[config.mk]
export PLATFORM = sky130hd
export DESIGN_NAME = irq_pending_ctrl
export DESIGN_NICKNAME = d
export VERILOG_FILES = /design/src/rtl/irq_pkg.sv /design/src/rtl/irq_prio_enc.sv /design/src/rtl/irq_pending_ctrl.sv
export SDC_FILE = /design/constraint.sdc
export NUM_CORES = 1
export LEC_CHECK = 0
export CAP_MARGIN = 20
export CELL_PAD_IN_SITES_DETAIL_PLACEMENT = 0
export CELL_PAD_IN_SITES_GLOBAL_PLACEMENT = 2
export CORE_ASPECT_RATIO = 0.7
export CORE_MARGIN = 3
export CORE_UTILIZATION = 30
export DETAILED_ROUTE_END_ITERATION = 10
export DONT_BUFFER_PORTS = 1
export GPL_TIMING_DRIVEN = 0
export PLACE_DENSITY = 0.79
export SLEW_MARGIN = 40
export SYNTH_ARGS = -nofsm -noshare
export SYNTH_HDL_FRONTEND = slang
export SYNTH_SLANG_ARGS = --single-unit
export TNS_END_PERCENT = 20
[constraint.sdc]
create_clock -name clk -period 2.3 [get_ports clk]
set_input_delay 0.69 -clock clk [delete_from_list [all_inputs] [get_ports clk]]
set_output_delay 0.69 -clock clk [all_outputs]
set_load 0.02 [all_outputs]
[src/rtl/irq_pkg.sv]
// Shared definitions for the interrupt front-end: source count, id width
// and the request-handshake state encoding.
package irq_pkg;

  localparam int IRQ_N    = 8;
  localparam int IRQ_ID_W = 3;

  typedef enum logic {
    IDLE = 1'b0,
    REQ  = 1'b1
  } irq_state_e;

endpackage

[src/rtl/irq_prio_enc.sv]
// Highest-index-wins priority encoder; valid is low when no bit is set.
module irq_prio_enc #(
  parameter int N    = 8,
  parameter int ID_W = 3
) (
  input  logic [N-1:0]    vec,
  output logic [ID_W-1:0] id,
  output logic            valid
);

  always_comb begin
    id    = '0;
    valid = 1'b0;
    for (int i = 0; i < N; i++) begin
      if (vec[i]) begin
        id    = ID_W'(i);
        valid = 1'b1;
      end
    end
  end

endmodule

[src/rtl/irq_pending_ctrl.sv]
// Interrupt front-end: edge-detected pending bits, mask, in-service nesting
// and a registered req/ack presentation of the highest eligible source.
//
//   state | meaning
//   IDLE  | no request presented; selects highest eligible source each cycle
//   REQ   | irq_req high, irq_id frozen until the CPU acks
module irq_pending_ctrl
  import irq_pkg::*;
#(
  parameter int             N        = IRQ_N,
  parameter int             ID_W     = IRQ_ID_W,
  parameter logic [N-1:0]   MASK_RST = '1
) (
  input  logic            clk,
  input  logic            rst,
  input  logic [N-1:0]    irq_in,
  input  logic            mask_we,
  input  logic [N-1:0]    mask_wdata,
  output logic            irq_req,
  output logic [ID_W-1:0] irq_id,
  input  logic            irq_ack,
  input  logic            eoi,
  input  logic [ID_W-1:0] eoi_id,
  output logic [N-1:0]    pending_o,
  output logic [N-1:0]    isr_o,
  output logic [N-1:0]    mask_o
);

  irq_state_e      state, state_nxt;
  logic [N-1:0]    irq_in_q, pending, isr, mask;
  logic [N-1:0]    rise, ack_set, eoi_clr, above, eligible;
  logic [ID_W-1:0] id_q, elig_id, hi_isr;
  logic            elig_vld, isr_vld, ack_fire;

  assign rise     = irq_in & ~irq_in_q;
  assign ack_fire = (state == REQ) && irq_ack;
  assign ack_set  = ack_fire ? (N'(1) << id_q) : '0;
  assign eoi_clr  = eoi ? (N'(1) << eoi_id) : '0;

  // Nesting: only sources strictly above the highest in-service one qualify.
  always_comb begin
    above = '0;
    for (int i = 0; i < N; i++) begin
      above[i] = !isr_vld || (i > int'(hi_isr));
    end
  end

  assign eligible = pending & ~mask & above;

  irq_prio_enc #(.N(N), .ID_W(ID_W)) u_enc_elig (
    .vec   (eligible),
    .id    (elig_id),
    .valid (elig_vld)
  );

  irq_prio_enc #(.N(N), .ID_W(ID_W)) u_enc_isr (
    .vec   (isr),
    .id    (hi_isr),
    .valid (isr_vld)
  );

  always_ff @(posedge clk) begin
    if (rst) state <= IDLE;
    else     state <= state_nxt;
  end

  always_comb begin
    state_nxt = state;
    unique case (state)
      IDLE: if (elig_vld) state_nxt = REQ;
      REQ:  if (irq_ack)  state_nxt = IDLE;
      default: state_nxt = IDLE;
    endcase
  end

  always_comb begin
    irq_req = (state == REQ);
    irq_id  = id_q;
  end

  always_ff @(posedge clk) begin
    if (rst)                          id_q <= '0;
    else if (state == IDLE && elig_vld) id_q <= elig_id;
  end

  // Set beats clear on coincidence for both pending (rise vs ack) and isr (ack vs eoi).
  always_ff @(posedge clk) begin
    if (rst) begin
      irq_in_q <= '0;
      pending  <= '0;
      isr      <= '0;
      mask     <= MASK_RST;
    end else begin
      irq_in_q <= irq_in;
      pending  <= (pending & ~ack_set) | rise;
      isr      <= (isr & ~eoi_clr) | ack_set;
      if (mask_we) mask <= mask_wdata;
    end
  end

  assign pending_o = pending;
  assign isr_o     = isr;
  assign mask_o    = mask;

endmodule

==> summary.txt <==
Routing
  • Routed WL per cell: 16.7 um
  • Iter 0 DRT Violations: 62
  • Met2 Wirelength: 1630 um
  • Total wire length: 4110 um
  • DR WL met3: 497 um
  • Max layer used: met4
  • Vias: 1270
  • Post-Route M1 WL: 1940 um
  • DRC: 0
  • Drt pass-1 iters: 4
  • Antenna-violating nets left: 0
  • Post-DR vias/cell: 5.16

Clock tree
  • CTS sink cnt: 36
  • Worst-path clk slew: 80 ps
  • Number of setup buffers added after CTS: 0
  • Clk buf depth: 2
  • CTS H-Tree Depth: 2
  • Clk Latency, worst-skew pair: 290 ps
  • CTS tree: done
  • Clock root buffer master: clkbuf_8
  • CTS resizes: 0
  • Clock buffer count from CTS: 5
  • Hold-fix buffers, CTS: 0

STA
  • Final setup violation count: 0
  • Minimum clock period: 2200 ps
  • Slew Viols, Final: 0
  • Fmax: 0.455 GHz
  • Worst setup margin: 104 ps
  • Slew Limit Headroom: 0.650
  • RSZ-0062 raised after global routing: no
  • Worst Hold Slack: 520 ps
  • Tcrit/Tclk final: 0.955
  • Clock Skews: 6.74 ps
  • Final hold vios: 0
  • Slew @ Worst Pin: 525 ps
  • Setup TNS: 0 ps

Logic synthesis
  • Seq cells post-synth: 36
  • EDFF count, synth: 0
  • Syn avg cell area: 9.08 um2
  • Post-Syn Nets: 193
  • Register area share after synthesis: 0.469
  • Async SR Flop Fraction: 0
  • Mapped Cells: 169
  • Mapped cell area: 1540 um2
  • Yosys warning count: 0
  • Post-synth cell types: 32
  • Predominant post-synthesis flop cell: dfxtp_1

Place
  • DP Area: 1620 um2
  • RD Place Congestion: 0.774
  • Placed Instances: 238
  • # port buffers: 0
  • DP Wirelength: 3280 um
  • Dpl ws: 113 ps

Setup path
  • Critical Path Fanout Max: 8
  • Data arrival, critical path: 2360 ps
  • Worst Setup End Kind: register
  • Critical path type: register to register
  • Worst setup SP type: register
  • Crit path required time: 2460 ps

Layout
  • Commonest non-fill, non-tap cell in the layout: dfxtp_1
  • Layout Cell Area excl Fill: 1730 um2
  • P&R area growth vs syn: 13.0%
  • Layout Nets: 200
  • Share of cells above drive strength 1: 0.136
  • Util after Layout: 0.357
  • Commonest cells after routing, fill and taps aside: 35 x dfxtp_1, 29 x nor2b_1, 20 x a21oi_1
  • Footprint of the multi-input gates: 776 um2
  • # fillers: 520
  • Register area: 722 um2
  • N_diodes: 0
  • Non-Filler Instances: 246

Die
  • Die Y-Extent: 65.9 um
  • Die width: 91.5 um
  • Io pins: 52
  • Total core area: 4860 um2
  • Initial Utilization: 0.316
  • Die ar.: 6030 um2
  • Rows: 21

GRT
  • Initial antenna violation count: 0
  • First-pass GRT wire length: 6580 um
  • Vias in the first global route: 1280
  • GRT Util Overall: 0.143
  • GRT overflow: 0
  • Pin count of the biggest net entering global routing: 13

Power
  • LEAKAGE: 0.632 nW
  • Max IR drop VDD: 0.360 mV
  • Final Power: 1.45 mW
  • Pwr dens: 836 nW/um2

Flow run
  • Max-cap violations: 0

Hold path
  • Hold Path Class: input port to register

Outcome
  • Outcome: complete, no violations
sequential cells by signal (all words and copies together), names as in the netlist:
name,count
irq_in_q,8
pending_o,8
mask_o,8
irq_id,3
isr_o,8
irq_req,1
path summary, 6_finish.rpt:
check,slack [ps],from,end,cells past startpoint
worst max-delay path,100,isr_o[6],irq_id[2],6
worst min register to register,540,irq_in_q[4],pending_o[4],3
worst min-delay path,520,mask_wdata[6],mask_o[6],1
worst max register to register,100,isr_o[6],irq_id[2],6
layer usage:
metal | vias up | global-route usage
li1 | 605 | -
met1 | 610 | 0.193
met2 | 51 | 0.201
met3 | 4 | 0.0705
met4 | 0 | 0.0395
met5 | - | 0
kinds of logic (layout without fill, tap and decap cells):
group,after synthesis,in the layout,synth area share
simple gates,77,77,0.280
buf+inv,5,13,0.0253
flops,36,36,0.469
compound gates,51,51,0.225
critical path, stage by stage (launching register included):
cell and delay (ps):
dfxtp_1 470, or4_4 580, or3_1 360, o32a_2 240, a21o_2 230, a21oi_1 140
nor2_1 50
power by group:
part / leakage, nW / switching (mW) / internal, mW
clock: 0.0541 / 0.232 / 0.321
sequential: 0.298 / 0.0889 / 0.665
combinational: 0.280 / 0.0722 / 0.0708
total: 0.632 / 0.393 / 1.06
cells in the mapped netlist (2+ instances only):
library cell,count,area [um2]
dfxtp_1,36,721
nor2b_1,29,181
a21oi_1,20,100
nor2_1,19,71.3
nand2_1,9,33.8
o21ai_0,9,45.0
a211o_1,8,70.1
nand2b_1,5,31.3
clkbuf_1,3,11.3
nand3_1,3,15.0
o31ai_1,3,22.5
a21o_2,2,17.5
clkbuf_8,2,27.5
or2b_1,2,15.0
or2b_2,2,17.5
layout make-up:
type,instances,share of cell area
multi-input cells,128,0.447
clock buffers,5,0.0397
well taps,69,0.0498
flip-flops and latches,36,0.416
clock inverters,3,0.0245
plain buffers,5,0.0224
No activity file was read; power rests on OpenSTA's default activity.
